## src/rtl/ifetch_queue.sv

```systemverilog
// ifetch_queue: instruction prefetch queue between program memory and decode.
// Fetches FETCH_BYTES bytes at a time into a circular byte queue. Presents one
// aligned 8080 instruction (1..3 bytes) per handshake as {opcode, byte1, byte2}.
// A branch redirect flushes the queue. A fetch that is still in flight at the
// redirect is discarded when its response arrives.
// Optional build macro IFQ_BYPASS_EN: the head instruction is assembled from the
// queue bytes followed by the arriving fetch_data (0-cycle fill latency).
module ifetch_queue #(
  parameter int                FETCH_BYTES = 2,
  parameter int                DEPTH       = 8,
  parameter int                ADDR_W      = 16,
  parameter logic [ADDR_W-1:0] RESET_PC    = '0
) (
  input  logic                      clk,
  input  logic                      rst,
  output logic                      fetch_req,
  output logic [ADDR_W-1:0]         fetch_addr,
  input  logic                      fetch_valid,
  input  logic [8*FETCH_BYTES-1:0]  fetch_data,
  input  logic                      redirect,
  input  logic [ADDR_W-1:0]         redirect_pc,
  output logic                      instr_valid,
  input  logic                      instr_ready,
  output logic [23:0]               instr,
  output logic [1:0]                instr_len,
  output logic [ADDR_W-1:0]         instr_pc,
  output logic [$clog2(DEPTH):0]    occupancy
);

  localparam int PTR_W = $clog2(DEPTH);
  localparam int OCC_W = PTR_W + 1;
  localparam logic [OCC_W-1:0]  FB_OCC    = OCC_W'(FETCH_BYTES);
  localparam logic [OCC_W-1:0]  SPACE_LIM = OCC_W'(DEPTH - FETCH_BYTES);
  localparam logic [PTR_W-1:0]  FB_PTR    = PTR_W'(FETCH_BYTES);
  localparam logic [ADDR_W-1:0] FB_ADDR   = ADDR_W'(FETCH_BYTES);

  typedef enum logic [1:0] {
    ST_RUN  = 2'd0,  // no fetch outstanding
    ST_WAIT = 2'd1,  // fetch outstanding, response will be stored
    ST_DROP = 2'd2   // stale fetch outstanding, response will be discarded
  } state_t;

  state_t            state_r, state_s;
  logic [7:0]        queue_r [DEPTH];
  logic [PTR_W-1:0]  rd_ptr_r, wr_ptr_r;
  logic [OCC_W-1:0]  occ_r, occ_s;
  logic [ADDR_W-1:0] head_pc_r, fetch_addr_r;

  logic              space_s, bypass_s, push_s, pop_s, valid_core_s;
  logic [OCC_W-1:0]  avail_s;
  logic [7:0]        view_s [3];
  logic [1:0]        len_s;

  // Instruction length from the 8080 opcode byte.
  function automatic logic [1:0] op_len(input logic [7:0] op);
    logic [1:0] len;
    len = 2'd1;
    if (op[7:6] == 2'b00 && op[3:0] == 4'b0001) begin
      len = 2'd3;                                   // LXI
    end else if (op[7:6] == 2'b11 && (op[2:0] == 3'b010 || op[2:0] == 3'b100)) begin
      len = 2'd3;                                   // Jccc / Cccc
    end else if (op == 8'h22 || op == 8'h2A || op == 8'h32 || op == 8'h3A ||
                 op == 8'hC3 || op == 8'hCB || op == 8'hCD || op == 8'hDD ||
                 op == 8'hED || op == 8'hFD) begin
      len = 2'd3;                                   // direct address / jumps / calls
    end else if (op[2:0] == 3'b110 && (op[7:6] == 2'b00 || op[7:6] == 2'b11)) begin
      len = 2'd2;                                   // MVI, ADI..CPI
    end else if (op == 8'hD3 || op == 8'hDB) begin
      len = 2'd2;                                   // OUT / IN
    end else begin
      len = 2'd1;
    end
    return len;
  endfunction

`ifdef IFQ_BYPASS_EN
  assign bypass_s = (state_r == ST_WAIT) && fetch_valid;
`else
  assign bypass_s = 1'b0;
`endif

  // Only the registered occupancy grants fetch space; same-cycle pops are not credited.
  assign space_s = (occ_r <= SPACE_LIM);
  assign push_s  = (state_r == ST_WAIT) && fetch_valid && !redirect;
  assign avail_s = occ_r + (bypass_s ? FB_OCC : {OCC_W{1'b0}});

  // Head view: the first three bytes, with queued bytes first and then bypassed lanes.
  always_comb begin
    for (int k = 0; k < 3; k++) begin
      view_s[k] = 8'h00;
      if (OCC_W'(k) < occ_r) begin
        view_s[k] = queue_r[rd_ptr_r + PTR_W'(k)];
      end else begin
        for (int j = 0; j < FETCH_BYTES; j++) begin
          view_s[k] = (bypass_s && ((occ_r + OCC_W'(j)) == OCC_W'(k))) ?
                      fetch_data[8*j +: 8] : view_s[k];
        end
      end
    end
  end

  assign len_s        = op_len(view_s[0]);
  assign valid_core_s = (avail_s >= OCC_W'(len_s)) && !redirect;
  assign pop_s        = valid_core_s && instr_ready;

  assign instr_valid = valid_core_s && !rst;
  assign instr_len   = len_s;
  assign instr_pc    = head_pc_r;
  assign fetch_addr  = fetch_addr_r;
  assign occupancy   = occ_r;
  assign fetch_req   = (state_r == ST_RUN) && space_s && !redirect && !rst;

  // Decode-layout instruction word; bytes beyond the length are 0.
  always_comb begin
    instr = 24'h000000;
    if (instr_valid) begin
      instr[23:16] = view_s[0];
      instr[15:8]  = (len_s >= 2'd2) ? view_s[1] : 8'h00;
      instr[7:0]   = (len_s == 2'd3) ? view_s[2] : 8'h00;
    end else begin
      instr = 24'h000000;
    end
  end

  // Fetch sequencing; redirect overrides everything in its cycle.
  always_comb begin
    state_s = state_r;
    case (state_r)
      ST_RUN: begin
        if (redirect)     state_s = ST_RUN;
        else if (space_s) state_s = ST_WAIT;
        else              state_s = ST_RUN;
      end
      ST_WAIT, ST_DROP: begin
        if (redirect)         state_s = fetch_valid ? ST_RUN : ST_DROP;
        else if (fetch_valid) state_s = ST_RUN;
        else                  state_s = state_r;
      end
      default: state_s = ST_RUN;
    endcase
  end

  // Next occupancy from the push and pop in this cycle.
  always_comb begin
    occ_s = occ_r;
    if (push_s) occ_s = occ_s + FB_OCC;
    else        occ_s = occ_s;
    if (pop_s)  occ_s = occ_s - OCC_W'(len_s);
    else        occ_s = occ_s;
  end

  // State register.
  always_ff @(posedge clk or posedge rst) begin
    if (rst) state_r <= ST_RUN;
    else     state_r <= state_s;
  end

  // Pointers, occupancy and program counters.
  always_ff @(posedge clk or posedge rst) begin
    if (rst) begin
      rd_ptr_r     <= '0;
      wr_ptr_r     <= '0;
      occ_r        <= '0;
      head_pc_r    <= RESET_PC;
      fetch_addr_r <= RESET_PC;
    end else if (redirect) begin
      rd_ptr_r     <= '0;
      wr_ptr_r     <= '0;
      occ_r        <= '0;
      head_pc_r    <= redirect_pc;
      fetch_addr_r <= redirect_pc;
    end else begin
      occ_r <= occ_s;
      if (push_s) begin
        wr_ptr_r     <= wr_ptr_r + FB_PTR;
        fetch_addr_r <= fetch_addr_r + FB_ADDR;
      end
      if (pop_s) begin
        rd_ptr_r  <= rd_ptr_r + PTR_W'(len_s);
        head_pc_r <= head_pc_r + ADDR_W'(len_s);
      end
    end
  end

  // Byte storage; full check upstream guarantees no live byte is overwritten.
  always_ff @(posedge clk or posedge rst) begin
    if (rst) begin
      for (int i = 0; i < DEPTH; i++) queue_r[i] <= 8'h00;
    end else if (push_s) begin
      for (int j = 0; j < FETCH_BYTES; j++) queue_r[wr_ptr_r + PTR_W'(j)] <= fetch_data[8*j +: 8];
    end
  end

endmodule

```

## config.mk

```make
export PLATFORM = sky130hd
export DESIGN_NAME = ifetch_queue
export DESIGN_NICKNAME = d
export VERILOG_FILES = /design/src/rtl/ifetch_queue.sv
export SDC_FILE = /design/constraint.sdc
export NUM_CORES = 1
export LEC_CHECK = 0
export BUFFER_PORTS_ARGS = -buffer_cell sky130_fd_sc_hd__buf_2
export CAP_MARGIN = 20
export CORE_MARGIN = 2
export CORE_UTILIZATION = 55
export DETAILED_ROUTE_END_ITERATION = 10
export HOLD_SLACK_MARGIN = 0.02
export PLACE_DENSITY_LB_ADDON = 0.05
export SETUP_SLACK_MARGIN = 0.4
export SLEW_MARGIN = 30
export SYNTH_ARGS = -nofsm -noshare
export SYNTH_HDL_FRONTEND = slang
export SYNTH_SLANG_ARGS = --single-unit
```

## constraint.sdc

```tcl
create_clock -name clk -period 11.95 [get_ports clk]
set_clock_uncertainty 0.2 [all_clocks]
set_input_delay 0.5975 -clock clk [delete_from_list [all_inputs] [get_ports clk]]
set_output_delay 0.5975 -clock clk [all_outputs]
set_load 0.02 [all_outputs]
```

==> impl_metrics.yaml, run 1 <==
finish:
  area.sequential_um2: 2679
  fillers: 1053
  area_delta_synth_final_pct: 12.69
  fin_cells: 894
  n_antenna_cell: 0
  nets: 783
  multiInputGateArea_um2: 3928
  drive_above_1_share_pct: 30.99
clock_tree:
  cts_sinks: 107
  cts_resized: 0
  clk_pin_slew_ps: 70
  cts_made_buffers: 9
  clock_path_buffers: 2
  cts_setup_buffers: 0
  clk_latency_ps: 360
  cts_root_buf: "clkbuf_16"
  htree_levels: 3
  cts_tree: "yes"
  cts_hold_buffers: 0
synthesis:
  syn-num-nets: 710
  synth_edf_count: 0
  synth.distinct_cells: 51
  syn_area_um2: 6874
  synth-seq-area-share_pct: 38.95
  synth_area_leader_cell: "dfrtp_1"
  yosys.area.top_type_share_pct: 38.95
  ys_ff_latch: 107
  synth.top_cells.by_count: "111 x nand2_1, 107 x dfrtp_1, 51 x o21ai_0"
  avgSynthCellArea_um2: 10.61
  synthFlopType: "dfrtp_1"
  synth_area_leaders: "dfrtp_1 39%, mux4_2 13%, mux2_2 7.0%"
  synth_warnings: 0
  async_flop_share_pct: 100.0
  yosysMostFrequentCell: "nand2_1"
  synth_cells: 648
worst_setup_path:
  criticalPathCategory: "flop to output port"
  cp_max_fo: 18
  arrival_ps: 5490
  critPathRequiredTime_ps: 11150
  startpoint_type: "flop"
  setup.worst_path.end_class: "output port"
place:
  io_buffer_count: 100
  dp_hpwl_mm: 12.12
  dp.cells: 878
  place_congestion: 0.8336
routing:
  routed_wirelength_mm: 17.44
  drt_drc_violations_left: 0
  routedWlPerCell_um: 19.50
  drt_iter0_drc: 478
  top_layer: "met4"
  wl_met1_mm: 7.774
  drt_pass1_iterations: 6
  wl_met2_mm: 8.273
  vias_per_cell: 6.103
  postRouteAntennaNets: 0
  met3_length_mm: 1.028
  detailroute.via_count: 5456
power:
  power_leakage_nw: 3.340
  peakVddDrop_mv: 0.09691
  p_per_area_nw_per_um2: 198.8
timing:
  hold_viol_final: 0
  slew_headroom_pct: 38.61
  drv_slew: 0
  period_minus_slack_ps: 6288
  tightest_slew_ps: 918.7
  finalSetupViolations: 0
  tns_ps: 0
  period_share_pct: 52.62
  holdWs_ps: 161.7
  rsz0062_at_grt: "false"
  max_freq_mhz: 159.0
floorplan:
  initial_core_util_pct: 56.76
  core_um2: 12110
  ios: 101
  row_count: 40
  die_width_um: 115.8
  die_area_um2: 13410
  die_h_um: 115.8
global_routing:
  grt_pass1_wl_mm: 27.96
  grt-ovfl-total: 0
  antenna_found_initial: 0
  grtUsageTotal_pct: 27.04
  grt_pass1_vias: 5304
  grt_max_degree: 64
run:
  maxCapViolCount: 0
min_path:
  hold_class: "primary input to async pin"
outcome:
  status: "finished, final reports clean"
==> stage by stage <==
stage / util, % / instance area, µm² / setup WS (ps) / total power (W)
final: 63.96 / 7746 / 5662 / 0.001540
after global routing: 63.96 / 7746 / 5367 / 0.001631
after CTS: 63.82 / 7730 / 5605 / 0.001532
after detailed placement: 61.32 / 7427 / 5995 / 0.001222
after global placement: 61.24 / 7417 / 6168 / 0.001198
after floorplan: - / 6874 / 6495 / 0.001045
==> cell type report <==
type                       instances  area share [%]
sequential                       107           34.58
inverter                          21           1.050
tap                              168           2.714
clock buffer                      11           3.134
clock inverter                     5          0.7753
timing repair buffer             106           7.042
multi-input combinational        476           50.70
==> registers in the layout, indices dropped and copies added, names as in the netlist <==
register	flops
fetch_addr	16
instr_pc	16
occupancy	4
queue_r	64
rd_ptr_r	3
state_r	2
wr_ptr_r	2
==> layout by cell type, fill, tap and decap left out, drive strengths merged, types with 2 or more instances in the layout <==
cell	instances
mux2	45
a221oi	2
nor2	33
clkbuf	11
xor2	6
mux4	42
nor2b	2
or2	2
ha	22
or4	2
fa	3
and3	5
nand2b	2
dfrtp	107
nand2	111
a211oi	11
nor4	6
nand4	12
or3	7
inv	22
mux2i	21
nand3	9
xnor2	20
a31oi	16
and2	5
nor3	4
clkinv	2
o21ai	51
a21oi	19
and4	5
buf	106
==> logic make-up (layout without fill, tap and decap cells) <==
| logic type | Yosys count | in the layout | synth area share [%] |
|---|---|---|---|
| AO/OA/AOI/OAI | 108 | 108 | 9.720 |
| XOR/XNOR | 26 | 26 | 3.313 |
| AND/OR/NAND/NOR | 209 | 209 | 13.98 |
| multiplexers | 108 | 108 | 24.77 |
| adder cells (fa/ha/maj) | 25 | 25 | 4.878 |
| buffers and inverters | 65 | 143 | 4.387 |
| flip-flops | 107 | 107 | 38.95 |
==> routing by layer <==
layer / vias to the layer above / global-route usage [%]
li1: 2496 / -
met2: 203 / 42.07
met1: 2728 / 39.42
met3: 29 / 3.086
met4: 0 / 10.40
met5: - / 0
==> path summary, 6_finish.rpt <==
kind | start | to | slack (ps) | cells after the start
max in group asynchronous | rst | queue_r[43] | 10170 | 3
max | rd_ptr_r[1] | instr[3] | 5660 | 15
min in group clk | redirect_pc[0] | fetch_addr[0] | 270 | 3
min reg2reg | queue_r[39] | queue_r[39] | 310 | 2
max reg2reg | rd_ptr_r[1] | instr_pc[15] | 6330 | 13
min | rst | occupancy[0] | 160 | 2
==> worst max-delay path: stages (launching register included) <==
cell       delay (ps)
dfrtp_1           900
inv_1             560
mux2i_1           260
or2_2             330
ha_1              290
nor2_1             40
nor4b_1           150
a21oi_1           590
and3_1            330
ha_1              260
a2111oi_0         410
buf_4             230
nor4_1             60
inv_1             360
a211oi_1          120
buf_2             220
==> report_power, final <==
group          switching, W  internal (W)  total, W
clock network      0.000139      0.000169  0.000308
registers         0.0000864      0.000431  0.000517
logic              0.000394      0.000321  0.000714
Note: power is estimated with default switching activity, not from simulation.
==> run 2, diff against run 1 <==
- clock period: 11.95 -> 5.9 ns (I/O delays scaled with it)
==> impl_metrics.yaml, run 2 (same netlist as run 1, synthesis figures left out) <==
floorplan:
  row_count: 40
  die_width_um: 115.8
  initial_core_util_pct: 56.76
  ios: 101
  core_um2: 12110
  die_area_um2: 13410
  die_h_um: 115.8
place:
  io_buffer_count: 100
  dpl_cell_area_um2: 7450
  dp_hpwl_mm: 12.14
  place_congestion: 0.8508
global_routing:
  grt-ovfl-total: 0
  grt_max_degree: 74
  grt_pass1_wl_mm: 28.46
  grt_pass1_vias: 5372
  antenna_found_initial: 0
  grtUsageTotal_pct: 27.62
timing:
  max_freq_mhz: 195.8
  period_minus_slack_ps: 5108
  period_share_pct: 86.57
  drv_slew: 0
  hold_viol_final: 0
  tns_ps: 0
  tightest_slew_ps: 851.4
  rsz0062_at_grt: "false"
  slew_headroom_pct: 43.24
  finalSetupViolations: 0
finish:
  largest_register: "queue_r"
  largest_register_ffs: 64
  n_antenna_cell: 0
  mostFrequentLayoutCells: "107 x nand2_1, 106 x dfrtp_1, 100 x buf_2"
  fin_area_um2: 8144
  area_delta_synth_final_pct: 18.47
  fillers: 958
  drive_above_1_share_pct: 30.24
  layout_commonest_cell: "nand2_1"
  nets: 821
routing:
  vias_per_cell: 5.950
  detailroute.via_count: 5545
  postRouteAntennaNets: 0
  drt_pass1_iterations: 5
  routed_wirelength_mm: 17.58
  routedWlPerCell_um: 18.86
  drt_drc_violations_left: 0
  drt_iter0_drc: 385
clock_tree:
  clk_pin_slew_ps: 80
  htree_levels: 3
  cts_made_buffers: 9
  cts_root_buf: "clkbuf_16"
  cts_sinks: 107
  cts_tree: "yes"
  clk_latency_ps: 350
  clock_path_buffers: 2
worst_setup_path:
  cp_max_fo: 20
  crit_chain: "buf_4 -> mux4_2 -> mux2i_1 -> or2_2 -> ha_1 -> nor2_1 -> nor4b_1 -> a21oi_1 -> buf_4 -> and3_1 -> ha_1 -> a2111oi_4 -> nor4_1 -> inv_1 -> a211oi_1 -> buf_2"
  criticalPathCategory: "flop to output port"
  r2r_end: "instr_pc[15]"
  critPathSlowestCell: "dfrtp_2"
  setup.worst_path.end_class: "output port"
  startpoint_type: "flop"
  cpPeakStageDelay_ps: 490
  critPathRequiredTime_ps: 5410
  reg2reg_depth: 15
  regToRegStartpoint: "rd_ptr_r[0]"
  r2r_setup_slack_ps: 860
  arrival_ps: 4610
power:
  power_leakage_nw: 3.512
  peakVddDrop_mv: 0.2521
  p_per_area_nw_per_um2: 390.6
outcome:
  status: "finished, final reports clean"
min_path:
  holdCritStartpoint: "fetch_valid"
  hold_end: "wr_ptr_r[2]"
  hold_class: "primary input to flop"
  hold_depth: 3
run:
  maxCapViolCount: 0
==> run 2: cell types whose count changed in the layout (fill, tap and decap cells not counted), sizes merged <==
cell | before | now
dlygate4sd3 | 0 | 33
buf | 106 | 111
clkbuf | 11 | 9
bufinv | 1 | 2
clkinvlp | 1 | 2
==> run 2: metal layers <==
layer  GRT usage [%]  up-vias  share of wire (%)  wire, µm
met2           44.25      171                 49      8534
met4           7.778        0                1.2       216
met5               0        -                  0         0
li1                -     2585                  -         -
met3           4.132       17                5.4       950
met1           39.74     2772                 45      7880
==> run 2: report_power, final <==
| group | total [W] | leakage, nW | internal [W] | switching [W] |
|---|---|---|---|---|
| clock | 0.000662 | 0.154 | 0.000375 | 0.000287 |
| combinational | 0.00147 | 1.99 | 0.000679 | 0.000786 |
| sequential | 0.00105 | 1.37 | 0.000873 | 0.000181 |
==> run 2: timing repair <==
action                                  CTS  global route
buffers inserted                          0             0
gates resized for setup                   0             2
hold buffers                             33             0
endpoints found under the setup margin    0            23
endpoints found under the hold margin   102             0
==> run 2: layout make-up <==
class	instances	area, µm²	share of cell area (%)
tap	168	210.2	2.581
clock buffer	9	225.2	2.765
inverter	21	81.33	0.9986
sequential	107	2679	32.89
multi-input combinational	476	3931	48.27
timing repair buffer	144	917.1	11.26
clock inverter	7	100.1	1.229
==> run 2: stage by stage <==
step / instances / hold WS, ps / setup WS, ps / total power (W) / utilization, %
2_1_floorplan: 648 / 229.1 / 747.1 / 0.002117 / -
3_3_place_gp: 883 / 193.5 / 810.4 / 0.002424 / 61.50
3_5_place_dp: 883 / 199.3 / 852.8 / 0.002469 / 61.51
4_1_cts: 932 / 57.41 / 456.3 / 0.003154 / 66.92
5_1_grt: 932 / 114.1 / 436.2 / 0.003376 / 67.24
6_report: 932 / 75.71 / 792.2 / 0.003181 / 67.24
==> run 2: worst max-delay path by stage <==
stage / start / to / slack (ps) / cells past startpoint
detailed placement: rd_ptr_r[2] / instr[7] / 850 / 15
CTS: rd_ptr_r[2] / instr[3] / 460 / 15
floorplan: rd_ptr_r[0] / instr[16] / 750 / 17
global placement: rd_ptr_r[2] / instr[7] / 810 / 15
global route: rd_ptr_r[0] / instr[7] / 440 / 16
finish: rd_ptr_r[0] / instr[2] / 790 / 16
==> run 2: critical path: cells and delay by family, from the launching register on <==
kind	cells	cell delay [ps]
buf+inv	4	1090
simple gates	5	820
mux	2	670
compound gates	3	610
fa+ha+maj	2	570
flops	1	490
==> run 3, diff against run 2 <==
--- a/config.mk
+++ b/config.mk
@@ -14,3 +14,2 @@
 export PLACE_DENSITY_LB_ADDON = 0.05
-export SETUP_SLACK_MARGIN = 0.4
 export SLEW_MARGIN = 30
==> constraint.sdc (replaced) <==
create_clock -name clk -period 5.9 [get_ports clk]
set_clock_uncertainty 0.2 [all_clocks]
set_input_delay 0.59 -clock clk [delete_from_list [all_inputs] [get_ports clk]]
set_output_delay 0.59 -clock clk [all_outputs]
set_load 0.02 [all_outputs]
==> impl_metrics.yaml, run 3 (same netlist as run 1, synthesis figures left out) <==
place:
  io_buffer_count: 100
  place_congestion: 0.8526
  dp_hpwl_mm: 12.50
  dpl_cell_area_um2: 7471
  dp.cells: 886
routing:
  routedWlPerCell_um: 19.31
  drt_iter0_drc: 339
  detailroute.via_count: 5350
  drt_drc_violations_left: 0
  postRouteAntennaNets: 0
  routed_wirelength_mm: 17.42
  vias_per_cell: 5.931
  drt_pass1_iterations: 4
timing:
  tightest_slew_ps: 981.9
  period_share_pct: 93.90
  slew_headroom_pct: 34.31
  rsz0062_at_grt: "false"
  finalSetupViolations: 0
  drv_slew: 0
  max_freq_mhz: 180.5
  period_minus_slack_ps: 5540
  tns_ps: 0
  hold_viol_final: 0
clock_tree:
  clk_pin_slew_ps: 70
  cts_hold_buffers: 0
  htree_levels: 3
  cts_made_buffers: 9
  clk_latency_ps: 360
  cts_resized: 0
  cts_sinks: 107
  cts_root_buf: "clkbuf_16"
  cts_setup_buffers: 0
  clock_path_buffers: 2
  cts_tree: "yes"
finish:
  layout_commonest_cell: "nand2_1"
  largest_register_ffs: 64
  n_antenna_cell: 0
  drive_above_1_share_pct: 31.34
  area_delta_synth_final_pct: 13.20
  nets: 791
  final_util_pct: 64.25
  largest_register: "queue_r"
  fin_area_um2: 7781
  mostFrequentLayoutCells: "107 x nand2_1, 106 x dfrtp_1, 100 x buf_2"
  fin_cells: 902
power:
  peakVddDrop_mv: 0.2389
  power_leakage_nw: 3.373
  p_per_area_nw_per_um2: 398.3
  totalPowerFinal_w: 0.003099
min_path:
  hold_class: "primary input to async pin"
floorplan:
  row_count: 40
  initial_core_util_pct: 56.76
  core_um2: 12110
  die_width_um: 115.8
  die_h_um: 115.8
  die_area_um2: 13410
  ios: 101
worst_setup_path:
  critPathRequiredTime_ps: 5110
  startpoint_type: "flop"
  crit_chain: "buf_4 -> mux4_2 -> mux2i_1 -> or2_2 -> ha_1 -> nor2_1 -> nor4b_1 -> a21oi_1 -> buf_4 -> and3_1 -> ha_1 -> a2111oi_1 -> buf_4 -> nor4_1 -> inv_1 -> a211oi_1 -> buf_2"
  startpoint: "rd_ptr_r[2]"
  worstSetupEndpoint: "instr[4]"
  regToRegStartpoint: "rd_ptr_r[2]"
  cpPeakStageDelay_ps: 560
  r2r_end: "instr_pc[15]"
  arrival_ps: 4750
  setup.worst_path.end_class: "output port"
  criticalPathCategory: "flop to output port"
  r2r_setup_slack_ps: 930
  cpMostUsedCell: "buf_4"
  critPathSlowestCell: "mux4_2"
  cp_max_fo: 17
  reg2reg_depth: 13
global_routing:
  grtUsageTotal_pct: 27.41
  grt-ovfl-total: 0
  grt_pass1_vias: 5293
  grt_pass1_wl_mm: 28.19
  grt_max_degree: 73
  antenna_found_initial: 0
outcome:
  status: "finished, final reports clean"
run:
  maxCapViolCount: 0
-- run 3: cell types whose count changed in the layout (fill, tap and decap cells not counted), sizes merged --
cell	delta
bufinv	-1
dlygate4sd3	-33
buf	+3
clkbuf	+2
clkinvlp	-1
-- run 3: critical path: cells and delay by family (launching register included) --
kind / cells / cell delay [ps]
AND/OR/NAND/NOR: 5 / 760
flip-flops: 1 / 380
buffers and inverters: 5 / 1220
multiplexers: 2 / 830
adder cells (fa/ha/maj): 2 / 520
AO/OA/AOI/OAI: 3 / 670
-- run 3: where the power goes --
| part | internal (W) | switching (W) |
|---|---|---|
| clock network | 0.000333 | 0.000280 |
| registers | 0.000873 | 0.000178 |
| logic | 0.000662 | 0.000772 |
-- run 3: cell type report --
| type | count | area [µm²] |
|---|---|---|
| Fill cell | 1012 | 4330 |
| Multi-Input combinational cell | 476 | 3906 |
| Sequential cell | 107 | 2679 |
| Timing Repair Buffer | 114 | 609.3 |
| Clock buffer | 11 | 232.7 |
| Tap cell | 168 | 210.2 |
| Inverter | 21 | 81.33 |
| Clock inverter | 5 | 62.56 |
-- run 3: per-stage QoR --
step / hold slack, ps / worst slack, ps
after floorplan: 258.1 / 452.1
after global placement: 283.1 / 824.4
after detailed placement: 303.0 / 657.3
after CTS: 121.0 / 282.2
after global routing: 152.5 / 41.51
final: 93.14 / 359.9
-- run 3: worst min-delay path by stage --
| stage | from | to | slack, ps | cells past startpoint |
|---|---|---|---|---|
| finish | rst | occupancy[0] | 90 | 2 |
| global route | rst | instr_pc[0] | 150 | 2 |
| CTS | rst | instr_pc[0] | 120 | 2 |
| detailed placement | queue_r[13] | queue_r[13] | 300 | 2 |
| global placement | queue_r[36] | queue_r[36] | 280 | 2 |
| floorplan | queue_r[12] | queue_r[12] | 260 | 2 |
-- run 3: metal layers --
metal  track usage [%]  up-vias  wire [µm]
met5                 0        -          0
li1                  -     2519          -
met2             42.92      145       8262
met1             39.57     2660       8025
met4             9.603        0        329
met3             4.027       26        802
